File: src/rtl/display_scroll_controller_if.sv
`default_nettype none
// ============================================================================
//  Module      : display_scroll_controller_if
//  Description : Bundles the load port, command inputs and display outputs of
//                display_scroll_controller.
//                master : drives load_valid/load_char/load_last, start, pause,
//                         abort; observes load_ready, digit0..3, busy,
//                         wrap_pulse.
//                slave  : the controller side of the same signals.
//  Revision    : 1.0 - initial release
// ============================================================================
interface display_scroll_controller_if;
    logic       load_valid;
    logic [3:0] load_char;
    logic       load_last;
    logic       load_ready;
    logic       start;
    logic       pause;
    logic       abort;
    logic [3:0] digit0;
    logic [3:0] digit1;
    logic [3:0] digit2;
    logic [3:0] digit3;
    logic       busy;
    logic       wrap_pulse;

    modport master (
        output load_valid, load_char, load_last, start, pause, abort,
        input  load_ready, digit0, digit1, digit2, digit3, busy, wrap_pulse
    );

    modport slave (
        input  load_valid, load_char, load_last, start, pause, abort,
        output load_ready, digit0, digit1, digit2, digit3, busy, wrap_pulse
    );
endinterface
`default_nettype wire

File: src/rtl/display_scroll_controller.sv
`default_nettype none
// ============================================================================
//  Module      : display_scroll_controller
//  Description : Stores a message of up to MSG_DEPTH 4-bit character codes
//                and scrolls it right-to-left across four display digits,
//                one position every SHIFT_PERIOD cycles.
//  Ports       : clock, reset (sync, active-high)
//                bus.load_valid/load_char/load_last/load_ready - message load
//                bus.start/pause/abort                         - scroll control
//                bus.digit3..digit0 (left..right), bus.busy, bus.wrap_pulse
//  Revision    : 1.0 - initial release
// ============================================================================
module display_scroll_controller #(
    parameter int         MSG_DEPTH    = 16,
    parameter int         SHIFT_PERIOD = 2500000,
    parameter logic [3:0] BLANK        = 4'hF
) (
    input  wire logic                  clock,
    input  wire logic                  reset,
    display_scroll_controller_if.slave bus
);

    localparam int LW = $clog2(MSG_DEPTH + 1);
    localparam int PW = $clog2(MSG_DEPTH + 4);
    localparam int TW = $clog2(SHIFT_PERIOD);
    localparam int AW = $clog2(MSG_DEPTH);

    localparam logic [1:0] c_s_idle   = 2'd0;
    localparam logic [1:0] c_s_load   = 2'd1;
    localparam logic [1:0] c_s_scroll = 2'd2;
    localparam logic [1:0] c_s_hold   = 2'd3;

    localparam logic [TW-1:0] c_tick_max = TW'(SHIFT_PERIOD - 1);
    localparam logic [LW-1:0] c_ptr_last = LW'(MSG_DEPTH - 1);

    logic [1:0]    r_state;
    logic [1:0]    w_state_next;
    logic [3:0]    r_buf [MSG_DEPTH];
    logic [LW-1:0] r_wr_ptr;
    logic [LW-1:0] r_len;
    logic [PW-1:0] r_pos;
    logic [TW-1:0] r_tick;
    logic [3:0]    r_digit [4];
    logic          r_busy;
    logic          r_wrap;
    logic          r_load_ready;

    logic          w_xfer;
    logic          w_full;
    logic [PW:0]   w_len4;
    logic [PW-1:0] w_pos_inc;
    logic [PW-1:0] w_pos_next;
    logic [TW-1:0] w_tick_next;
    logic          w_step;
    logic          w_show;
    logic [3:0]    w_dig_next [4];
    logic          w_wrap_next;
    logic          w_ready_next;
    logic [AW-1:0] w_wr_idx;

    // load_ready is only ever high in IDLE/LOAD, so no state qualifier needed.
    assign w_xfer   = bus.load_valid && r_load_ready;
    assign w_full   = (r_wr_ptr == c_ptr_last);
    assign w_wr_idx = (r_state == c_s_idle) ? '0 : r_wr_ptr[AW-1:0];
    assign w_len4   = (PW+1)'(r_len) + (PW+1)'(4);
    assign w_pos_inc = (({1'b0, r_pos} + (PW+1)'(1)) == w_len4) ? '0 : r_pos + PW'(1);

    // ---------------------------------------------------------------- state
    always_ff @(posedge clock) begin
        if (reset) begin
            r_state <= c_s_idle;
        end else begin
            r_state <= w_state_next;
        end
    end

    // ----------------------------------------------------------- next state
    always_comb begin
        w_state_next = r_state;
        case (r_state)
            c_s_idle: begin
                if (w_xfer) begin
                    w_state_next = bus.load_last ? c_s_idle : c_s_load;
                end else if (bus.start && (r_len != '0)) begin
                    w_state_next = c_s_scroll;
                end
            end
            c_s_load: begin
                if (w_xfer && (bus.load_last || w_full)) begin
                    w_state_next = c_s_idle;
                end
            end
            c_s_scroll: begin
                if (bus.abort) begin
                    w_state_next = c_s_idle;
                end else if (bus.pause) begin
                    w_state_next = c_s_hold;
                end
            end
            c_s_hold: begin
                if (bus.abort) begin
                    w_state_next = c_s_idle;
                end else if (!bus.pause) begin
                    w_state_next = c_s_scroll;
                end
            end
            default: w_state_next = c_s_idle;
        endcase
    end

    // ------------------------------------------------------- output / next
    always_comb begin
        logic [PW:0] idx;
        w_tick_next = r_tick;
        w_pos_next  = r_pos;
        w_step      = 1'b0;
        idx         = '0;
        if ((r_state == c_s_idle) && (w_state_next == c_s_scroll)) begin
            // Starting at pos=len shows the four trailing blanks.
            w_tick_next = '0;
            w_pos_next  = PW'(r_len);
        end else if ((r_state == c_s_scroll) && !bus.abort) begin
            // A step still completes when pause arrives in the same cycle.
            if (r_tick == c_tick_max) begin
                w_tick_next = '0;
                w_step      = 1'b1;
                w_pos_next  = w_pos_inc;
            end else begin
                w_tick_next = r_tick + TW'(1);
            end
        end

        w_show       = (w_state_next == c_s_scroll) || (w_state_next == c_s_hold);
        w_wrap_next  = w_step && (w_pos_next == PW'(r_len));
        w_ready_next = ((w_state_next == c_s_idle) || (w_state_next == c_s_load)) &&
                       !(w_xfer && (r_state == c_s_load) && w_full);

        // Window onto the virtual stream: message followed by four blanks,
        // indexed modulo len+4. Slot 0 is the leftmost digit.
        for (int k = 0; k < 4; k++) begin
            idx = {1'b0, w_pos_next} + (PW+1)'(k);
            if (idx >= w_len4) begin
                idx = idx - w_len4;
            end
            if (w_show && (idx < (PW+1)'(r_len))) begin
                w_dig_next[k] = r_buf[idx[AW-1:0]];
            end else begin
                w_dig_next[k] = BLANK;
            end
        end
    end

    // ------------------------------------------------------------- datapath
    always_ff @(posedge clock) begin
        if (reset) begin
            r_wr_ptr     <= '0;
            r_len        <= '0;
            r_pos        <= '0;
            r_tick       <= '0;
            r_busy       <= 1'b0;
            r_wrap       <= 1'b0;
            r_load_ready <= 1'b1;
            for (int k = 0; k < 4; k++) begin
                r_digit[k] <= BLANK;
            end
        end else begin
            if (w_xfer) begin
                if (r_state == c_s_idle) begin
                    // First character discards any previous message.
                    r_wr_ptr <= LW'(1);
                    r_len    <= bus.load_last ? LW'(1) : '0;
                end else begin
                    r_wr_ptr <= r_wr_ptr + LW'(1);
                    if (bus.load_last || w_full) begin
                        r_len <= r_wr_ptr + LW'(1);
                    end
                end
            end
            r_pos        <= w_pos_next;
            r_tick       <= w_tick_next;
            r_busy       <= w_show;
            r_wrap       <= w_wrap_next;
            r_load_ready <= w_ready_next;
            for (int k = 0; k < 4; k++) begin
                r_digit[k] <= w_dig_next[k];
            end
        end
    end

    // Message storage needs no reset; len gates every read.
    always_ff @(posedge clock) begin
        if (w_xfer) begin
            r_buf[w_wr_idx] <= bus.load_char;
        end
    end

    assign bus.load_ready = r_load_ready;
    assign bus.busy       = r_busy;
    assign bus.wrap_pulse = r_wrap;
    assign bus.digit3     = r_digit[0];
    assign bus.digit2     = r_digit[1];
    assign bus.digit1     = r_digit[2];
    assign bus.digit0     = r_digit[3];

endmodule
`default_nettype wire

File: src/flat_wrapper.sv
// flat-port wrapper written by rule: the top's interface ports become plain ports
module display_scroll_controller_flat 
#(
    parameter int         MSG_DEPTH    = 16,
    parameter int         SHIFT_PERIOD = 2500000,
    parameter logic [3:0] BLANK        = 4'hF
)
  (clock, reset, bus_load_valid, bus_load_char, bus_load_last, bus_start, bus_pause, bus_abort, bus_load_ready, bus_digit0, bus_digit1, bus_digit2, bus_digit3, bus_busy, bus_wrap_pulse);
  display_scroll_controller_if bus_i ();
  input  wire logic clock;
  input  wire logic reset;
  input wire logic [$bits(bus_i.load_valid)-1:0] bus_load_valid;
  input wire logic [$bits(bus_i.load_char)-1:0] bus_load_char;
  input wire logic [$bits(bus_i.load_last)-1:0] bus_load_last;
  input wire logic [$bits(bus_i.start)-1:0] bus_start;
  input wire logic [$bits(bus_i.pause)-1:0] bus_pause;
  input wire logic [$bits(bus_i.abort)-1:0] bus_abort;
  output wire logic [$bits(bus_i.load_ready)-1:0] bus_load_ready;
  output wire logic [$bits(bus_i.digit0)-1:0] bus_digit0;
  output wire logic [$bits(bus_i.digit1)-1:0] bus_digit1;
  output wire logic [$bits(bus_i.digit2)-1:0] bus_digit2;
  output wire logic [$bits(bus_i.digit3)-1:0] bus_digit3;
  output wire logic [$bits(bus_i.busy)-1:0] bus_busy;
  output wire logic [$bits(bus_i.wrap_pulse)-1:0] bus_wrap_pulse;
  assign bus_i.load_valid = bus_load_valid;
  assign bus_i.load_char = bus_load_char;
  assign bus_i.load_last = bus_load_last;
  assign bus_i.start = bus_start;
  assign bus_i.pause = bus_pause;
  assign bus_i.abort = bus_abort;
  assign bus_load_ready = bus_i.load_ready;
  assign bus_digit0 = bus_i.digit0;
  assign bus_digit1 = bus_i.digit1;
  assign bus_digit2 = bus_i.digit2;
  assign bus_digit3 = bus_i.digit3;
  assign bus_busy = bus_i.busy;
  assign bus_wrap_pulse = bus_i.wrap_pulse;
  display_scroll_controller #(.MSG_DEPTH(MSG_DEPTH), .SHIFT_PERIOD(SHIFT_PERIOD), .BLANK(BLANK)) u_core (.clock(clock), .reset(reset), .bus(bus_i));
endmodule
File: config.mk
export PLATFORM = sky130hd
export DESIGN_NAME = display_scroll_controller_flat
export DESIGN_NICKNAME = d
export VERILOG_FILES = /design/src/rtl/display_scroll_controller_if.sv /design/src/rtl/display_scroll_controller.sv /design/src/flat_wrapper.sv
export SDC_FILE = /design/constraint.sdc
export NUM_CORES = 1
export LEC_CHECK = 0
export CORE_MARGIN = 4
export CORE_UTILIZATION = 57
export DETAILED_ROUTE_END_ITERATION = 16
export PLACE_DENSITY_LB_ADDON = 0.1
export SYNTH_ARGS = -nofsm -noshare
export SYNTH_HDL_FRONTEND = slang
export SYNTH_SLANG_ARGS = --single-unit
File: constraint.sdc
create_clock -name clock -period 7.8 [get_ports clock]
set_input_delay 2.34 -clock clock [delete_from_list [all_inputs] [get_ports clock]]
set_output_delay 2.34 -clock clock [all_outputs]
set_load 0.005 [all_outputs]
[Yosys cells after proc, flatten, opt, wreduce, memory -nomap -nowiden]
Memories as Yosys holds them, arrays and structs flattened.
Cells that the tools add are included.
Storage, ports and cells
  bits in registers: 42
  RAM bits: 80
  output and inout port bits: 19
  memories kept: 2
Memory list
  u_core.r_buf: words 16, bits a word 4, rd ports 4, clocked after Yosys merged registers in 0, wr ports 1, line display_scroll_controller.sv:38  | logic [3:0] r_buf [MSG_DEPTH];
  u_core.r_digit: words 4, bits a word 4, rd ports 4, clocked after Yosys merged registers in 0, wr ports 4, line display_scroll_controller.sv:43  | logic [3:0] r_digit [4];
Operators by class
  add/sub/neg operators: 12
  order comparisons: 8
  equal/unequal tests: 10
  mux-type cells: 39
  bitwise operators: 4
  reduce and logical (&&, ||, !) cells: 24
Operator list (number)
  $mux 4: 9
  $mux 5: 7
  $lt 6x5->1: 4
  $mux 6: 4
  $add 22x1->22 const B: 1
  $eq 22x22->1 const B: 1
  $mux 22: 1
  $ge 6x6->1: 3
  $sub 6x6->6: 3
  $mux 2: 7
  $logic_and 1x1->1: 13
  $add 5x1->6 const B: 2
  $add 5x2->6 const B: 2
  $add 5x1->5 const B: 2
  $mux 1: 10
  $eq 2x2->1 const B: 4
  $pmux 2 s4: 1
  $add 5x3->6 const B: 1
  $eq 6x6->1: 1
  $ge 5x6->1: 1
  $sub 5x6->6: 1
  $eq 5x4->1 const B: 1
  $eq 5x5->1: 1
  $reduce_bool 5->1: 1
  8 further kinds: 16

[Longest topological paths before layout]
Gate-level depths: netlist of the first run.
  depth after elaboration: 15
  mapped depth: 30

[Worst setup path before layout of the first run]
Ideal clock, no wire load.
  path kind: in2reg
  from: input port bus_abort
  to: memory u_core.r_digit[3][0]
  data arrival time: 7.824 ns
  data required time: 7.678 ns
  path slack: -0.146 ns
  stages: 26
  buffers on the path: 1
  cell sequence: nor3b_2 -> nand3_1 -> or3_1 -> a21oi_1 -> o21ai_1 -> o21ai_1 -> inv_1 -> ha_1 -> a21oi_1 -> xnor2_1 -> ha_1 -> o21a_1 -> o21ai_1 -> nand2_1 -> a21oi_1 -> nor3_1 -> a21oi_2 -> clkinv_2 -> buf_4 -> ha_1 -> a21o_1 -> a21oi_1 -> nand2_1 -> a2111oi_0 -> nand2_1 -> o32a_1
RTL lines
  from (decl): line flat_wrapper.sv:17  | input wire logic [$bits(bus_i.abort)-1:0] bus_abort;
  to (decl): line display_scroll_controller.sv:43

==> results of run 1 <==
==> sequential cells by signal (all words and copies together), names as in the netlist <==
signal,cells
u_core.r_digit,16
u_core.bus.wrap_pulse,1
u_core.r_len,5
u_core.r_wr_ptr,5
u_core.r_buf,64
u_core.bus.busy,1
u_core.bus.load_ready,1
u_core.r_tick,22
u_core.r_state,2
u_core.r_pos,5
==> logic make-up after synthesis <==
| logic type | after synthesis |
|---|---|
| AOI/OAI and AO/OA | 155 |
| xor gates and xnor gates | 48 |
| adders and majority gates | 51 |
| buffers and inverters | 63 |
| DFF | 122 |
| muxes | 192 |
| and+or+nand+nor | 265 |
==> worst register-to-register path, cell delays in order, from the launching register on <==
cell and delay [ns]:
dfxtp_1 0.48, ha_1 0.30, xnor2_1 0.66, xnor3_1 0.32
nand4_1 0.21, o2111ai_1 0.32, a21oi_2 0.29, inv_1 0.08
ha_1 0.22, xnor2_2 0.23, ha_1 0.31, nor2b_1 0.16
o21a_1 0.18, o21ai_1 0.12, nand2_1 0.08, a21oi_2 0.19
buf_6 0.18, nor3_1 0.07, a21oi_2 0.18, clkinv_2 0.09
ha_1 0.18, a21o_1 0.18, a21oi_1 0.14, nand2_1 0.10
a2111oi_4 0.37, buf_4 0.16, nand2_1 0.12, o32a_1 0.38
==> layout make-up <==
cell class                 count  area share, %
clock buffer                  19          4.228
clock inverter                13          1.625
inverter                      25         0.9286
multi-input combinational    711          54.30
sequential                   122          30.11
tap                          188          2.297
timing repair buffer          72          6.513
==> stage by stage <==
stage               worst slack, ns  cell area (um^2)  power [mW]  hold WS (ns)
CTS                          0.1461             10150       2.315        0.5061
global route               -0.01861             10240       2.428        0.5537
floorplan                  0.003014              8837       1.279        0.4570
detailed placement          -0.2652              9549       1.513        0.4926
global placement            0.02677              9549       1.498        0.4689
finish                       0.3206             10240       2.336        0.4992
==> path summary, 6_finish.rpt <==
check | start | end | cells after the start
min | u_core.r_wr_ptr[4] | u_core.r_wr_ptr[4] | 2
max | bus_abort | u_core.r_digit[3][0] | 28
min reg2reg | u_core.r_wr_ptr[4] | u_core.r_wr_ptr[4] | 2
max reg2reg | u_core.r_len[2] | u_core.r_digit[3][0] | 27
==> report_power, final <==
part / total [mW] / switching [mW] / internal [mW]
Combinational: 0.841 / 0.475 / 0.366
Clock: 0.803 / 0.299 / 0.504
Sequential: 0.693 / 0.00981 / 0.683
==> placed cells by master (no fill, tap or decap), types with 22 or more instances in the layout <==
cell type	count
mux2i_1	166
nor2_1	87
edfxtp_1	64
nand2_1	60
dfxtp_1	58
ha_1	47
a21oi_1	42
buf_4	38
clkdlybuf4s50_1	29
xor2_1	26
inv_1	22
==> what timing repair did <==
item / in CTS / in global routing
gates resized for setup: 0 / 12
setup buffers: 0 / 4
endpoints found under the setup margin: 0 / 12
==> per-layer routing <==
| layer | global-route usage [%] | up-vias | wire (um) |
|---|---|---|---|
| li1 | - | 3433 | - |
| met1 | 41.89 | 3569 | 11550 |
| met2 | 44.02 | 306 | 11360 |
| met3 | 5.285 | 47 | 1766 |
| met4 | 8.603 | 2 | 436 |
| met5 | 0 | - | 14 |
==> metrics.md, run 1 <==
| Metric | Value |
|---|---|
| DR vias/cell | between 6 and 7 |
| CTS tree | built |
| FP Rows | 45 |
| I/O Buffers | 29 |
| DRT Pass-1 Iters | 6 |
| Share of cells above drive strength 1 | about an eighth |
| Average wire per standard cell | 21.86 um |
| Post-synth top area share | approximately 22% |
| Post-synth EDFFs | 64 |
| Remaining routing DRC violations | 0 |
| Initial Utilization | roughly three fifths |
| Setup tns final | 0 ns |
| Final setup fails | 0 |
| Synth Area in Compound Gates | roughly an eighth |
| Maximum clock path buffer count | 2 |
| Vias | approximately 7,400 |
| Pwr dens | approximately 230 mW/mm^2 |
| Worst path top cell family by delay | compound AO/OA/AOI/OAI gates |
| Placed insts | 1,114 |
| Adder-cell area share of the yosys netlist | under 10% |
| Min-delay worst type | flip-flop to flip-flop |
| Filler cell count | between 1,000 and 1,500 |
| Core area | approximately 0.015 mm^2 |
| Synth warnings | 0 |
| Antenna violations before repair | 1 |
| Layout area overhead | 15.94% |
| Worst setup SP type | input port |
| Multi-input logic area | roughly 0.0056 mm^2 |
| Critical Path Fanout Max | 8 |
| Worst vdd ir | around 0.00022 V |
| # hold bufs at CTS | 0 |
| Asr flop ratio synth | 0% |
| Synthesized area | 0.008832 mm^2 |
| Skew-Pair Late Insertion Delay | ~0.43 ns |
| Worst Path Required | 8.10 ns |
| Clock sinks | 122 |
| Slew headroom | a little over two fifths |
| Synth area leader | edfxtp_1 |
| Vias in the first global route | slightly above 7,000 |
| Largest family of logic cells by synthesized area | multiplexers |
| Sequential-to-total area share from yosys stat | between 30% and 40% |
| First-pass GRT wire length | 39.74 mm |
| Synth Net Count | approximately 960 |
| Final nets | 1,011 |
| CTS Buf Count | 17 |
| Die Y | ~130 um |
| Fmax | around 130 MHz |
| Gr ovfl total | 0 |
| Synth cell types | 73 |
| Register area | around 0.0031 mm^2 |
| Crit path buffers/inverters | 6 |
| Synth Flop Type | edfxtp_1 |
| Ports | 30 |
| GP Congestion | ~0.95 |
| Worst path arrival time | just under 8 ns |
| Post-layout min period | between 7 and 8 ns |
| Worst-path clk slew | around 0.060 ns |
| Reg2reg setup slack | between 1 and 1.5 ns |
| Fin util | between 60% and 70% |
| Critical Path Max Stage Delay | between 0.4 and 0.5 ns |
| H-Tree Depth | 4 |
| Synthesized area per cell | between 9 and 10 um^2 |
| FF+latch count, synth | approximately 120 |
| Largest net degree at the start of global routing | 37 |
| Synth Area in Simple Gates | approximately 15% |
| Synth top cells by count | mux2i_1, nor2_1, edfxtp_1, nand2_1, dfxtp_1 |
| Max Cap Violations | 0 |
| Slowest cell on the critical path | clkdlybuf4s50_1 |
| CP Class | input port to flip-flop |
| ANT nets after route | 0 |
| Worst Max-Slew Pin Slew | ~0.85 ns |
| Post-Syn Instances | 896 |
| Multiplexer share of the synthesized area | roughly 22% |
| Root Driver | clkbuf_16 |
| Final hold viol count | 0 |
| Clock skew | around 0.015 ns |
| Number of DRC markers in iteration 0 | 748 |
| Leak | between 4 and 5 nW |
| Final HPWL DP | between 15 and 20 mm |
| Diodes inserted | 0 |
| Die span in x | 132.5 um |
| Finished Layout Cells | around 1,200 |
| Final WL | about 25 mm |
| Synth Area in XOR/XNOR | roughly 5.2% |
| Status | completed |
| Top-count cell post-synth | mux2i_1 |
| Die Area | approximately 0.018 mm^2 |
| Kind of end point of the critical path | flip-flop |
| Final Cycle Share | 95.89% |
| Fin. max-slew vios | 0 |
| Tot GR Track Use | between 20 and 30% |
| Main area contributors after synthesis | edfxtp_1, mux2i_1, dfxtp_1 |
Note: power is estimated with default switching activity, not from simulation.
==> run 2, diff against run 1 <==
--- a/config.mk
+++ b/config.mk
@@ -5,10 +5,11 @@
 export SDC_FILE = /design/constraint.sdc
 export NUM_CORES = 1
 export LEC_CHECK = 0
-export CORE_MARGIN = 4
-export CORE_UTILIZATION = 57
+export CORE_MARGIN = 2
+export CORE_UTILIZATION = 50
 export DETAILED_ROUTE_END_ITERATION = 16
 export PLACE_DENSITY_LB_ADDON = 0.1
 export SYNTH_ARGS = -nofsm -noshare
 export SYNTH_HDL_FRONTEND = slang
 export SYNTH_SLANG_ARGS = --single-unit
+export TNS_END_PERCENT = 20
==> metrics.md, run 2 (synthesized netlist as in run 1, its figures left out) <==
| Metric | Value |
|---|---|
| Largest regs | u_core.r_buf: 64 flops, u_core.r_tick: 22 flops, u_core.r_digit: 16 flops |
| Reg-to-reg critical path endpoint | u_core.r_digit[3][2] |
| CTS Buf Count | 17 |
| Maximum clock path buffer count | 2 |
| Core area | ~0.017 mm^2 |
| Sequential share of power | 30.9% |
| DR vias/cell | 6.137 |
| RSZ-0062 raised after global routing | yes |
| GP Congestion | around 0.93 |
| Placed insts | 1,153 |
| Filler cell count | 1,481 |
| CP Class | input port to flip-flop |
| DRT Pass-1 Iters | 5 |
| Fin. max-slew vios | 0 |
| Worst Path Required | around 8.1 ns |
| Ports | 30 |
| Min-delay worst type | flip-flop to flip-flop |
| Clk pwr share | 31.5% |
| Layout area overhead | 15.55% |
| Clock sinks | approximately 120 |
| Largest net degree at the start of global routing | 37 |
| Worst vdd ir | between 0.00015 and 0.0002 V |
| Worst path arrival time | between 7 and 8 ns |
| Final HPWL DP | ~19 mm |
| Reg2reg setup slack | approximately 1.6 ns |
| Top reg by flops | u_core.r_buf |
| Share of cells above drive strength 1 | 13.31% |
| P_int | 1.458 mW |
| Skew-Pair Late Insertion Delay | roughly 0.42 ns |
| Remaining routing DRC violations | 0 |
| Average wire per standard cell | between 20 and 25 um |
| Post-layout min period | 7.576 ns |
| Switching Share | 34.89% |
| Critical Path Fanout Max | 4 |
| Status | completed |
| Final WL | 25.80 mm |
| FP Rows | between 40 and 50 |
| Worst r2r path cells | 23 |
| Clock skew | 0.007444 ns |
| Max Cap Violations | 0 |
| Commonest non-fill, non-tap cells in the layout | mux2i_1, nor2_1, edfxtp_1, nand2_1, dfxtp_1 |
| Tot GR Track Use | roughly 28% |
| Initial Utilization | between 50 and 60% |
| Max FFs per register | 64 |
| Vias | 7,285 |
| Worst Max-Slew Pin Slew | approximately 1.1 ns |
| Die Area | approximately 0.019 mm^2 |
| Finished Layout Cells | 1,187 |
| CTS tree | built |
| Kind of end point of the critical path | flip-flop |
| Root Driver | clkbuf_16 |
| Most common cell after layout, fill and taps aside | mux2i_1 |
| Final Cycle Share | between 90% and 100% |
| Die Y | around 140 um |
| Fmax | between 100 and 150 MHz |
| Worst setup SP type | input port |
| ANT nets after route | 0 |
| I/O Buffers | 29 |
| Final setup fails | 0 |
| Crit path launch | bus_abort |
| Sw power | approximately 0.78 mW |
| Overall Power | 2.240 mW |
| Number of DRC markers in iteration 0 | 611 |
| Worst r2r src | u_core.r_len[2] |
| Die span in x | 136.9 um |
| Combinational share of power | 37.6% |
| Leak | 4.256 nW |
| First-pass GRT wire length | 39.81 mm |
| Slew headroom | ~30% |
| Gr ovfl total | 0 |
| Final hold viol count | 0 |
| Diodes inserted | 0 |
| Pwr dens | 219.4 mW/mm^2 |
| Worst-path clk slew | 0.06 ns |
| Vias in the first global route | roughly 7,100 |
| Final nets | just over 1,000 |
| Critical path endpoint | u_core.r_digit[3][2] |
| H-Tree Depth | 4 |
| Antenna violations before repair | 0 |
==> run 2: how the worst min path moves through the flow <==
| stage | startpoint | endpoint | slack, ns | cells past startpoint |
|---|---|---|---|---|
| 2_1_floorplan | u_core.r_wr_ptr[4] | u_core.r_wr_ptr[4] | 0.46 | 2 |
| 3_3_place_gp | u_core.r_wr_ptr[4] | u_core.r_wr_ptr[4] | 0.47 | 2 |
| 3_5_place_dp | u_core.r_wr_ptr[4] | u_core.r_wr_ptr[4] | 0.48 | 2 |
| 4_1_cts | u_core.r_wr_ptr[4] | u_core.r_wr_ptr[4] | 0.50 | 2 |
| 5_1_grt | u_core.r_wr_ptr[4] | u_core.r_wr_ptr[4] | 0.53 | 2 |
| 6_report | u_core.r_wr_ptr[4] | u_core.r_wr_ptr[4] | 0.49 | 2 |
==> run 2: routing by layer <==
metal	up-vias	global-route usage (%)	routed length, um
met1	3573	41.01	12390
li1	3432	-	-
met4	0	7.560	393
met5	-	0	0
met3	35	5.444	1546
met2	245	43.17	11470
==> run 2: power groups by stage <==
| stage | clock [mW] | combinational [mW] | sequential [mW] |
|---|---|---|---|
| final | 0.706 | 0.841 | 0.693 |
| after global routing | 0.740 | 0.902 | 0.693 |
| after CTS | 0.713 | 0.818 | 0.692 |
| after detailed placement | 0 | 0.815 | 0.706 |
| after global placement | 0 | 0.804 | 0.706 |
| after floorplan | 0 | 0.577 | 0.702 |
==> run 2: metrics by stage <==
stage	setup WS (ns)	instance area (um^2)	TNS [ns]	utilization, %	hold WS (ns)
2_1_floorplan	-0.01673	8836	-0.06691	-	0.4570
3_3_place_gp	0.02532	9610	0	55.56	0.4704
3_5_place_dp	-0.2173	9610	-1.115	55.56	0.4841
4_1_cts	0.2022	10140	0	58.64	0.4970
5_1_grt	-0.03906	10210	-0.07536	59.01	0.5275
6_report	0.2239	10210	0	59.01	0.4902
==> run 2: layout make-up <==
class / count / area (um^2) / area share [%]
clock inverter: 13 / 100.1 / 0.9808
clock buffer: 19 / 432.9 / 4.242
inverter: 25 / 95.09 / 0.9317
timing repair buffer: 72 / 666.9 / 6.534
sequential: 122 / 3083 / 30.21
tap: 225 / 281.5 / 2.758
multi-input combinational: 711 / 5547 / 54.35
==> run 2: worst max-delay path, cell delays in order <==
cell and delay [ns]:
clkdlybuf4s50_1 0.48, nor3b_4 0.31, nand4_1 0.30, nor2_2 0.21
nand2_1 0.08, o21ai_1 0.14, o21ai_2 0.10, buf_4 0.18
ha_1 0.21, xnor2_1 0.29, ha_1 0.32, nor2b_1 0.17
o21a_1 0.19, o21ai_1 0.11, nand2_1 0.08, a21oi_2 0.19
mux2_2 0.39, ha_1 0.30, a21o_1 0.16, a21oi_1 0.14
nand2_1 0.09, a2111oi_2 0.39, buf_4 0.17, nand2_1 0.13
o32a_1 0.40
==> run 2: repair_timing <==
item                                    4_1_cts  5_1_grt
gates resized for setup                       0       12
hold buffers                                  0        0
endpoints found under the setup margin        0        8
hold endpoints to repair                      0        0
setup buffers                                 0        2
